**config.mk**
```make
export PLATFORM = sky130hd
export DESIGN_NAME = ex_mem_pipe_reg
export DESIGN_NICKNAME = d
export VERILOG_FILES = /design/src/rtl/ex_mem_pipe_reg.sv
export SDC_FILE = /design/constraint.sdc
export NUM_CORES = 1
export LEC_CHECK = 0
export CAP_MARGIN = 20
export CORE_UTILIZATION = 50
export CTS_CLUSTER_DIAMETER = 150
export DETAILED_ROUTE_END_ITERATION = 6
export PLACE_DENSITY_LB_ADDON = 0.15
export SLEW_MARGIN = 30
export SYNTH_ARGS = -nofsm -noshare
export SYNTH_HDL_FRONTEND = slang
export SYNTH_SLANG_ARGS = --single-unit
```
**constraint.sdc**
```tcl
create_clock -name clk -period 2.6 [get_ports clk]
set_input_delay 0.26 -clock clk [delete_from_list [all_inputs] [get_ports clk]]
set_output_delay 0.26 -clock clk [all_outputs]
set_load 0.05 [all_outputs]
```
**src/rtl/ex_mem_pipe_reg.sv**
```systemverilog
// rtl/ex_mem_pipe_reg.sv - EX/MEM pipeline register with a two-entry skid buffer
//
// Purpose: holds one EX->MEM transfer in a main entry that drives the outputs,
// with a skid entry that absorbs one extra transfer while MEM stalls. This
// keeps in_ready a function of registered state only, with no path from
// out_ready.
//
// Ports:
//   clk, reset             clock, synchronous active-high reset
//   flush                  synchronous kill, empties the stage
//   in_valid / in_ready    upstream handshake
//   in_ctrl, in_alu_result, in_val_rm, in_dest    payload from EX
//   out_valid / out_ready  downstream handshake
//   out_ctrl, out_alu_result, out_val_rm, out_dest    payload to MEM
//   occupancy              number of held entries (0..2)
module ex_mem_pipe_reg #(
    parameter int DATA_W = 32,
    parameter int DEST_W = 4,
    parameter int CTRL_W = 3
) (
    input  logic              clk,
    input  logic              reset,
    input  logic              flush,
    input  logic              in_valid,
    output logic              in_ready,
    input  logic [CTRL_W-1:0] in_ctrl,
    input  logic [DATA_W-1:0] in_alu_result,
    input  logic [DATA_W-1:0] in_val_rm,
    input  logic [DEST_W-1:0] in_dest,
    output logic              out_valid,
    input  logic              out_ready,
    output logic [CTRL_W-1:0] out_ctrl,
    output logic [DATA_W-1:0] out_alu_result,
    output logic [DATA_W-1:0] out_val_rm,
    output logic [DEST_W-1:0] out_dest,
    output logic [1:0]        occupancy
);

    typedef enum logic [1:0] {
        EMPTY = 2'd0,
        ONE   = 2'd1,
        FULL  = 2'd2
    } state_t;

    state_t state;

    // Entry valid bits are implied by the state: main is valid in ONE/FULL,
    // skid only in FULL.
    logic              main_valid;
    logic              skid_valid;
    logic [CTRL_W-1:0] main_ctrl;
    logic [DATA_W-1:0] main_alu_result;
    logic [DATA_W-1:0] main_val_rm;
    logic [DEST_W-1:0] main_dest;
    logic [CTRL_W-1:0] skid_ctrl;
    logic [DATA_W-1:0] skid_alu_result;
    logic [DATA_W-1:0] skid_val_rm;
    logic [DEST_W-1:0] skid_dest;

    logic in_fire;
    logic out_fire;

    assign main_valid = (state == ONE) || (state == FULL);
    assign skid_valid = (state == FULL);

    assign in_ready  = !skid_valid && !reset;
    assign out_valid = main_valid;
    assign in_fire   = in_valid && in_ready;
    assign out_fire  = main_valid && out_ready;

    // Control is gated on a bubble so no write/read enable can leak into MEM;
    // the data payload simply holds its last value.
    assign out_ctrl       = main_valid ? main_ctrl : '0;
    assign out_alu_result = main_alu_result;
    assign out_val_rm     = main_val_rm;
    assign out_dest       = main_dest;

    always_comb begin
        occupancy = 2'd0;
        case (state)
            EMPTY:   occupancy = 2'd0;
            ONE:     occupancy = 2'd1;
            FULL:    occupancy = 2'd2;
            default: occupancy = 2'd0;
        endcase
    end

    always_ff @(posedge clk) begin
        if (reset) begin
            state           <= EMPTY;
            main_ctrl       <= '0;
            main_alu_result <= '0;
            main_val_rm     <= '0;
            main_dest       <= '0;
            skid_ctrl       <= '0;
            skid_alu_result <= '0;
            skid_val_rm     <= '0;
            skid_dest       <= '0;
        end else if (flush) begin
            // Payload registers keep their contents; only occupancy is dropped.
            state <= EMPTY;
        end else begin
            case (state)
                EMPTY: begin
                    if (in_fire) begin
                        main_ctrl       <= in_ctrl;
                        main_alu_result <= in_alu_result;
                        main_val_rm     <= in_val_rm;
                        main_dest       <= in_dest;
                        state           <= ONE;
                    end
                end
                ONE: begin
                    if (in_fire && out_fire) begin
                        main_ctrl       <= in_ctrl;
                        main_alu_result <= in_alu_result;
                        main_val_rm     <= in_val_rm;
                        main_dest       <= in_dest;
                    end else if (in_fire) begin
                        skid_ctrl       <= in_ctrl;
                        skid_alu_result <= in_alu_result;
                        skid_val_rm     <= in_val_rm;
                        skid_dest       <= in_dest;
                        state           <= FULL;
                    end else if (out_fire) begin
                        state <= EMPTY;
                    end
                end
                FULL: begin
                    if (out_fire) begin
                        main_ctrl       <= skid_ctrl;
                        main_alu_result <= skid_alu_result;
                        main_val_rm     <= skid_val_rm;
                        main_dest       <= skid_dest;
                        state           <= ONE;
                    end
                end
                default: state <= EMPTY;
            endcase
        end
    end

endmodule

```
==> impl_results.md, run 1 <==
- Status: completed
- Detailed Routing Iterations Pass 1: 4
- CP startpoint kind: flop
- CTS root buffer: clkbuf_16
- Vert. Die Dim: 114 um
- Highest routed metal layer: met4
- Required @ worst endpoint: around 2.3 ns
- Clk pwr share: a little over 40%
- # IOs: around 150
- Final setup fails: 0
- Post-route cell area: 0.00851 sq mm
- Cell Area, Placed: 0.00788 sq mm
- Slowest-stage cell, CP: clkdlybuf4s50_1
- Mapped Nets: 742
- Initial antenna violation count: 0
- Top cell type by total area after synthesis: dfxtp_1
- HP Class: in2reg
- Clock Tree Buf Depth: 2
- Psw: ~1.8 mW
- Final worst path period share: 94.7%
- Setup_tns: 0 ns
- Drt initial violations: between 300 and 400
- DR vias: 5345
- Post-synth top area share: approximately 46%
- Synthesized instance count: about 660
- Ys flop type: dfxtp_1
- DP HPWL: 9910 um
- Die X: ~110 um
- Cts bufs inserted: 17
- Number of enable flip-flop cells after synthesis: 0
- Most frequent cells in the layout: clkdlybuf4s50_1, dfxtp_1, nand2_1, a21oi_1, mux2i_1
- Internal power: approximately 4.5 mW
- DRT Wirelength: ~16000 um
- Crit-path cells: inv_1 -> ha_1 -> clkdlybuf4s50_1
- Vias per cell: 5.54
- R2r startpoint: state[1]
- Mapped cell area: about 0.0063 sq mm
- Area grow syn2layout: 35.7%
- Arrival @ worst endpoint: between 2 and 2.5 ns
- Met3 WL: 883 um
- CTS tree: built
- Largest net degree at the start of global routing: 96
- Fraction of registers with async set or reset after synthesis: 0%
- Hold wc startpoint: reset
- Antenna Nets Post-Route: 0
- Max_cap viols: 0
- Crit Path Class: reg2out
- First-pass GRT wire length: 26400 um
- Synth area leaders: dfxtp_1, a211oi_2, mux2i_1
- Delay of the slowest cell on the worst path: approximately 0.86 ns
- Antenna cells: 0
- Clock sinks: between 100 and 150
- CP endpoint kind: output port
- Worst path bufs/invs: 2
- Reg-to-reg setup timing slack: roughly 0.42 ns
- Combinational fraction of design power: between 20 and 25%
- Final Skew: 0.00776 ns
- DRT met1 WL: approximately 7000 um
- Vias in the first global route: about 5400
- Hold depth: 2
- Clock insertion delay at the later pin of the skew report: 0.41 ns
- Ys Warns: 0
- Distinct cells, synth: 29
- Area of the die: about 0.013 sq mm
- Flops & latches, synth: 144
- Flop pwr share: 38.4%
- WHS: between 0.2 and 0.3 ns
- Worst Path Max Fanout: 6
- Nets: approximately 860
- H-tree Lvls: 4
- Worst Tran Pin Value: approximately 0.57 ns
- RSZ-0062 raised after global routing: no
- Max VDD drop: between 0.5 and 0.6 mV
- Layout cells sized above 1: between 10% and 20%
- Core box area: between 0.01 and 0.015 sq mm
- Mean post-synth cell area: around 9.5 sq um
- LEAKAGE: about 2.7 nW
- PD cells: between 700 and 800 mW/mm^2
- WL met2: approximately 8200 um
- F_max: ~410 MHz
- Filler cells: 941
- Family with the most delay on the worst path: buffers and inverters
- PortBufs: 150
- CTS clock-pin slew for the worst setup and hold paths: roughly 0.060 ns
- Switching Share: between 20 and 30%
- RePlAce Congestion: between 0.7 and 0.8
- RR Endpoint: skid_alu_result[11]
- R2R depth: 7
- Headroom to the max-slew limit: around three fifths
- Hold Vio Cnt, Final: 0
- Most common cell after layout, fill and taps aside: clkdlybuf4s50_1
- DR DRC count: 0
- Max-slew violation count: 0
- Setup Fix Bufs, Post-CTS: 0
- Initial Utilization: between 50% and 60%
- Routed WL per cell: 16.9 um
- Hold EP: skid_alu_result[8]
- Rows: 40
- Total GRT Usage: approximately a quarter
- GR Overflow Total: 0
- Minimum clock period: between 2 and 2.5 ns
- Post-synthesis sequential area ratio: 46.0%
[flip-flops by register name (all words and copies together), names as in the netlist]
| name | cells |
|---|---|
| skid_alu_result | 32 |
| out_dest | 4 |
| skid_ctrl | 3 |
| state | 2 |
| skid_val_rm | 32 |
| skid_dest | 4 |
| out_alu_result | 32 |
| out_val_rm | 32 |
| main_ctrl | 3 |
[power groups by stage]
stage                     logic [mW]  registers [mW]  clock network [mW]
after floorplan                0.475            2.79                   0
after global placement          1.25            2.44                   0
after detailed placement        1.27            2.44                   0
after CTS                       1.27            2.40                2.61
after global routing            1.34            2.41                2.70
final                           1.27            2.40                2.57
[cell families (layout without fill, tap and decap cells)]
kind of cell / count (synthesis) / count (layout) / share of synthesized area (%)
buffers and inverters: 64 / 198 / 5.15
adder cells (fa/ha/maj): 5 / 5 / 0.958
XOR/XNOR: 1 / 1 / 0.140
AND/OR/NAND/NOR: 158 / 158 / 10.2
flip-flops: 144 / 144 / 46.0
AO/OA/AOI/OAI: 218 / 218 / 26.1
multiplexers: 72 / 72 / 11.5
[worst max-delay path by stage]
stage / startpoint / to / slack (ns) / depth (start not counted)
finish: state[1] / out_valid / 0.14 / 3
global route: state[1] / out_valid / 0.03 / 3
CTS: state[1] / out_ctrl[2] / 0.02 / 4
detailed placement: state[1] / skid_alu_result[16] / 0.45 / 7
global placement: in_valid / out_alu_result[10] / 0.50 / 6
floorplan: state[0] / in_ready / 0.28 / 5
[final cells by class]
type / count / area [sq um] / share of cell area, %
Clock inverter: 11 / 160 / 1.88
Sequential cell: 144 / 2880 / 33.9
Clock buffer: 21 / 470 / 5.53
Tap cell: 168 / 210 / 2.47
Timing Repair Buffer: 164 / 1690 / 19.9
Multi-Input combinational cell: 454 / 3090 / 36.3
Inverter: 2 / 7.51 / 0.0882
[per-layer routing]
| layer | global-route usage, % | vias to the layer above |
|---|---|---|
| li1 | - | 2577 |
| met1 | 30.8 | 2589 |
| met2 | 44.6 | 158 |
| met3 | 6.70 | 21 |
| met4 | 9.44 | 0 |
| met5 | 0 | - |
[through the flow]
stage	instances	total power [mW]	setup slack, ns	utilization [%]
2_1_floorplan	662	3.26	0.280	-
3_3_place_gp	932	3.69	0.501	65.0
3_5_place_dp	932	3.71	0.450	65.0
4_1_cts	964	6.28	0.0213	70.2
5_1_grt	964	6.44	0.0316	70.3
6_report	964	6.24	0.138	70.3
[Yosys cell counts, drive strengths merged (2+ instances only)]
| library cell | number |
|---|---|
| a211oi | 71 |
| a21oi | 143 |
| and2 | 4 |
| buf | 25 |
| clkbuf | 37 |
| dfxtp | 144 |
| ha | 4 |
| inv | 2 |
| mux2i | 72 |
| nand2 | 143 |
| nor2 | 2 |
| nor3 | 2 |
[what timing repair did]
action,4_1_cts,5_1_grt
hold buffers,0,0
setup endpoints to repair,0,1
resized for setup,0,1
(Power assumes the default switching activity.)
==> inputs of run 2 (changes only) <==
--- a/config.mk
+++ b/config.mk
@@ -6,6 +6,7 @@
 export NUM_CORES = 1
 export LEC_CHECK = 0
 export CAP_MARGIN = 20
+export CORE_MARGIN = 3
 export CORE_UTILIZATION = 50
 export CTS_CLUSTER_DIAMETER = 150
 export DETAILED_ROUTE_END_ITERATION = 6
==> run 2 against run 1 <==
Fmax shrank 0.41%. Cell area grew 0.25%. Worst hold slack gained 0.12 ns. Worst setup slack lost 0.010 ns. Sequential power is essentially flat. Largest cell class unchanged. Core utilization grew 0.18 points. Cell count grew 0.62%. Combinational power is essentially flat. Power grew 0.77%. Critical endpoint unchanged.
==> impl_results.md, run 2 (same netlist as run 1, synthesis figures left out) <==
- Status: completed (unchanged)
- Worst path bufs/invs: 2 (unchanged)
- RePlAce Congestion: 0.764 (was 0.750)
- Clock sinks: 144 (unchanged)
- Final setup fails: 0 (unchanged)
- Setup_tns: 0 ns (unchanged)
- WL met2: 8390 um (was 8180 um)
- Final worst path period share: 95.1% (was 94.7%)
- LEAKAGE: 2.73 nW (was 2.71 nW)
- Reg-to-reg setup timing slack: 0.33 ns (was 0.42 ns)
- Initial Utilization: 51.8% (unchanged)
- CTS clock-pin slew for the worst setup and hold paths: 0.06 ns (about the same)
- DP HPWL: 10800 um (was 9910 um)
- Total GRT Usage: 24.1% (was 25.8%)
- Delay of the slowest cell on the worst path: 0.84 ns (was 0.86 ns)
- Area of the die: 0.0139 sq mm (was 0.0130 sq mm)
- RSZ-0062 raised after global routing: no (unchanged)
- Layout cells sized above 1: 16.1% (was 15.8%)
- RR Endpoint: out_val_rm[13] (was skid_alu_result[11])
- Antenna cells: 0 (unchanged)
- Routed WL per cell: 17.4 um (was 16.9 um)
- Rows: 40 (unchanged)
- Die X: 118 um (was 114 um)
- Max VDD drop: 0.516 mV (was 0.553 mV)
- Drt initial violations: 289 (was 305)
- CTS tree: built (unchanged)
- Antenna Nets Post-Route: 0 (unchanged)
- PortBufs: 150 (unchanged)
- Clk pwr share: 41.5% (was 41.3%)
- Internal power: 4.52 mW (was 4.48 mW)
- H-tree Lvls: 4 (unchanged)
- Family with the most delay on the worst path: buffers and inverters (unchanged)
- Minimum clock period: 2.47 ns (was 2.46 ns)
- Largest net degree at the start of global routing: 77 (was 96)
- Psw: 1.77 mW (was 1.76 mW)
- GR Overflow Total: 0 (unchanged)
- Headroom to the max-slew limit: 40.9% (was 61.9%)
- Nets: 869 (was 863)
- CP startpoint: state[1] (unchanged)
- Met3 WL: 789 um (was 883 um)
- Register area: 0.00288 sq mm (unchanged)
- Multi-input gate area: 0.00309 sq mm (unchanged)
- CP startpoint kind: flop (unchanged)
- Highest routed metal layer: met4 (unchanged)
- Max-slew violation count: 0 (unchanged)
- Slowest-stage cell, CP: clkdlybuf4s50_1 (unchanged)
- DRT Wirelength: 16900 um (was 16200 um)
- DRT met1 WL: 7230 um (was 6940 um)
- Max_cap viols: 0 (unchanged)
- Vias per cell: 5.53 (was 5.54)
- Final Skew: 0.00513 ns (was 0.00776 ns)
- Clock Tree Buf Depth: 2 (unchanged)
- Required @ worst endpoint: 2.34 ns (about the same)
- Crit Path Class: reg2out (unchanged)
- Switching Share: 28.1% (was 28.2%)
- First-pass GRT wire length: 27400 um (was 26400 um)
- Most frequent cells in the layout: clkdlybuf4s50_1, dfxtp_1, nand2_1, a21oi_1, mux2i_1 (unchanged)
- DR vias: 5368 (was 5345)
- F_max: 404 MHz (was 406 MHz)
- Hold-fix buffers, CTS: 0 (unchanged)
- Crit-path cells: inv_1 -> ha_1 -> clkdlybuf4s50_1 (unchanged)
- PD cells: 737 mW/mm^2 (was 733 mW/mm^2)
- Most common cell after layout, fill and taps aside: clkdlybuf4s50_1 (unchanged)
- CP endpoint kind: output port (unchanged)
- Area grow syn2layout: 36.1% (was 35.7%)
- Arrival @ worst endpoint: 2.21 ns (was 2.20 ns)
- Cells after DPL: 937 (was 932)
- Vias in the first global route: 5380 (was 5441)
- Initial antenna violation count: 0 (unchanged)
- Flop pwr share: 38.2% (was 38.4%)
- Fin cells: 970 (was 964)
- Filler cells: 964 (was 941)
- R2r startpoint: state[1] (unchanged)
- Cts bufs inserted: 17 (unchanged)
- Worst path depth: 3 (unchanged)
- HP Class: in2reg (unchanged)
- Combinational fraction of design power: 20.3% (was 20.4%)
- CTS root buffer: clkbuf_16 (unchanged)
- Clock insertion delay at the later pin of the skew report: 0.41 ns (about the same)
- Worst Tran Pin Value: 0.886 ns (was 0.571 ns)
- Setup crit end: out_valid (unchanged)
- Setup Fix Bufs, Post-CTS: 0 (unchanged)
- Core box area: 0.0121 sq mm (unchanged)
- # IOs: 151 (unchanged)
- Detailed Routing Iterations Pass 1: 5 (was 4)
- Hold Vio Cnt, Final: 0 (unchanged)
- Vert. Die Dim: 118 um (was 114 um)
- Worst Path Max Fanout: 6 (unchanged)
- R2R depth: 7 (unchanged)
- DR DRC count: 0 (unchanged)
run 2: area by class of cell:
class,count,area share (%)
Clock buffer,23,5.72
Clock inverter,9,1.80
Inverter,2,0.0880
Multi-Input combinational cell,454,36.2
Sequential cell,144,33.8
Tap cell,168,2.46
Timing Repair Buffer,170,19.9
run 2: stage by stage:
step                      instance area [sq um]  util, %  setup WS (ns)  power, mW  hold slack (ns)
after CTS                                  8510     70.2        0.00921       6.32            0.403
after detailed placement                   7870     65.0          0.310       3.72            0.448
after floorplan                            6270        -          0.280       3.26            0.337
after global routing                       8530     70.4         0.0578       6.49            0.420
after global placement                     7870     65.0          0.401       3.69            0.441
final                                      8530     70.4          0.128       6.29            0.419
run 2: metal layers:
metal	vias to the layer above	global-route usage [%]
met5	-	0
met4	0	10.6
met2	158	40.4
met1	2588	29.5
met3	34	5.77
li1	2588	-
run 2: how the worst min path moves through the flow:
stage | cells after the start | end | from | slack [ns]
after floorplan | 1 | state[1] | flush | 0.34
after global placement | 2 | skid_val_rm[21] | skid_val_rm[21] | 0.44
after detailed placement | 2 | skid_alu_result[4] | skid_alu_result[4] | 0.45
after CTS | 3 | skid_val_rm[11] | in_val_rm[11] | 0.40
after global routing | 3 | skid_val_rm[14] | in_val_rm[14] | 0.42
final | 3 | skid_val_rm[11] | in_val_rm[11] | 0.42
run 2: worst register-to-register path, delay by kind of cell, from the launching register on:
| family | cells | cell delay (ns) |
|---|---|---|
| compound gates | 4 | 0.88 |
| fa+ha+maj | 1 | 0.40 |
| flops | 1 | 0.45 |
| buf+inv | 2 | 0.46 |
run 2: power groups by stage:
stage / clock [mW] / combinational [mW] / sequential [mW]
6_report: 2.61 / 1.28 / 2.40
5_1_grt: 2.73 / 1.35 / 2.41
4_1_cts: 2.64 / 1.28 / 2.40
3_5_place_dp: 0 / 1.27 / 2.44
3_3_place_gp: 0 / 1.24 / 2.44
2_1_floorplan: 0 / 0.475 / 2.79
run 2: timing repair:
action | 4_1_cts | 5_1_grt
setup endpoints to repair | 2 | 1
pin swaps | 0 | 0
gates resized for setup | 2 | 1
==> inputs of run 3 (changes only) <==
--- a/config.mk
+++ b/config.mk
@@ -9,6 +9,7 @@
 export CORE_MARGIN = 3
 export CORE_UTILIZATION = 50
 export CTS_CLUSTER_DIAMETER = 150
+export CTS_CLUSTER_SIZE = 10
 export DETAILED_ROUTE_END_ITERATION = 6
 export PLACE_DENSITY_LB_ADDON = 0.15
 export SLEW_MARGIN = 30
==> results of run 3 <==
Final layout, timing and power as in run 2 (identical DEF).
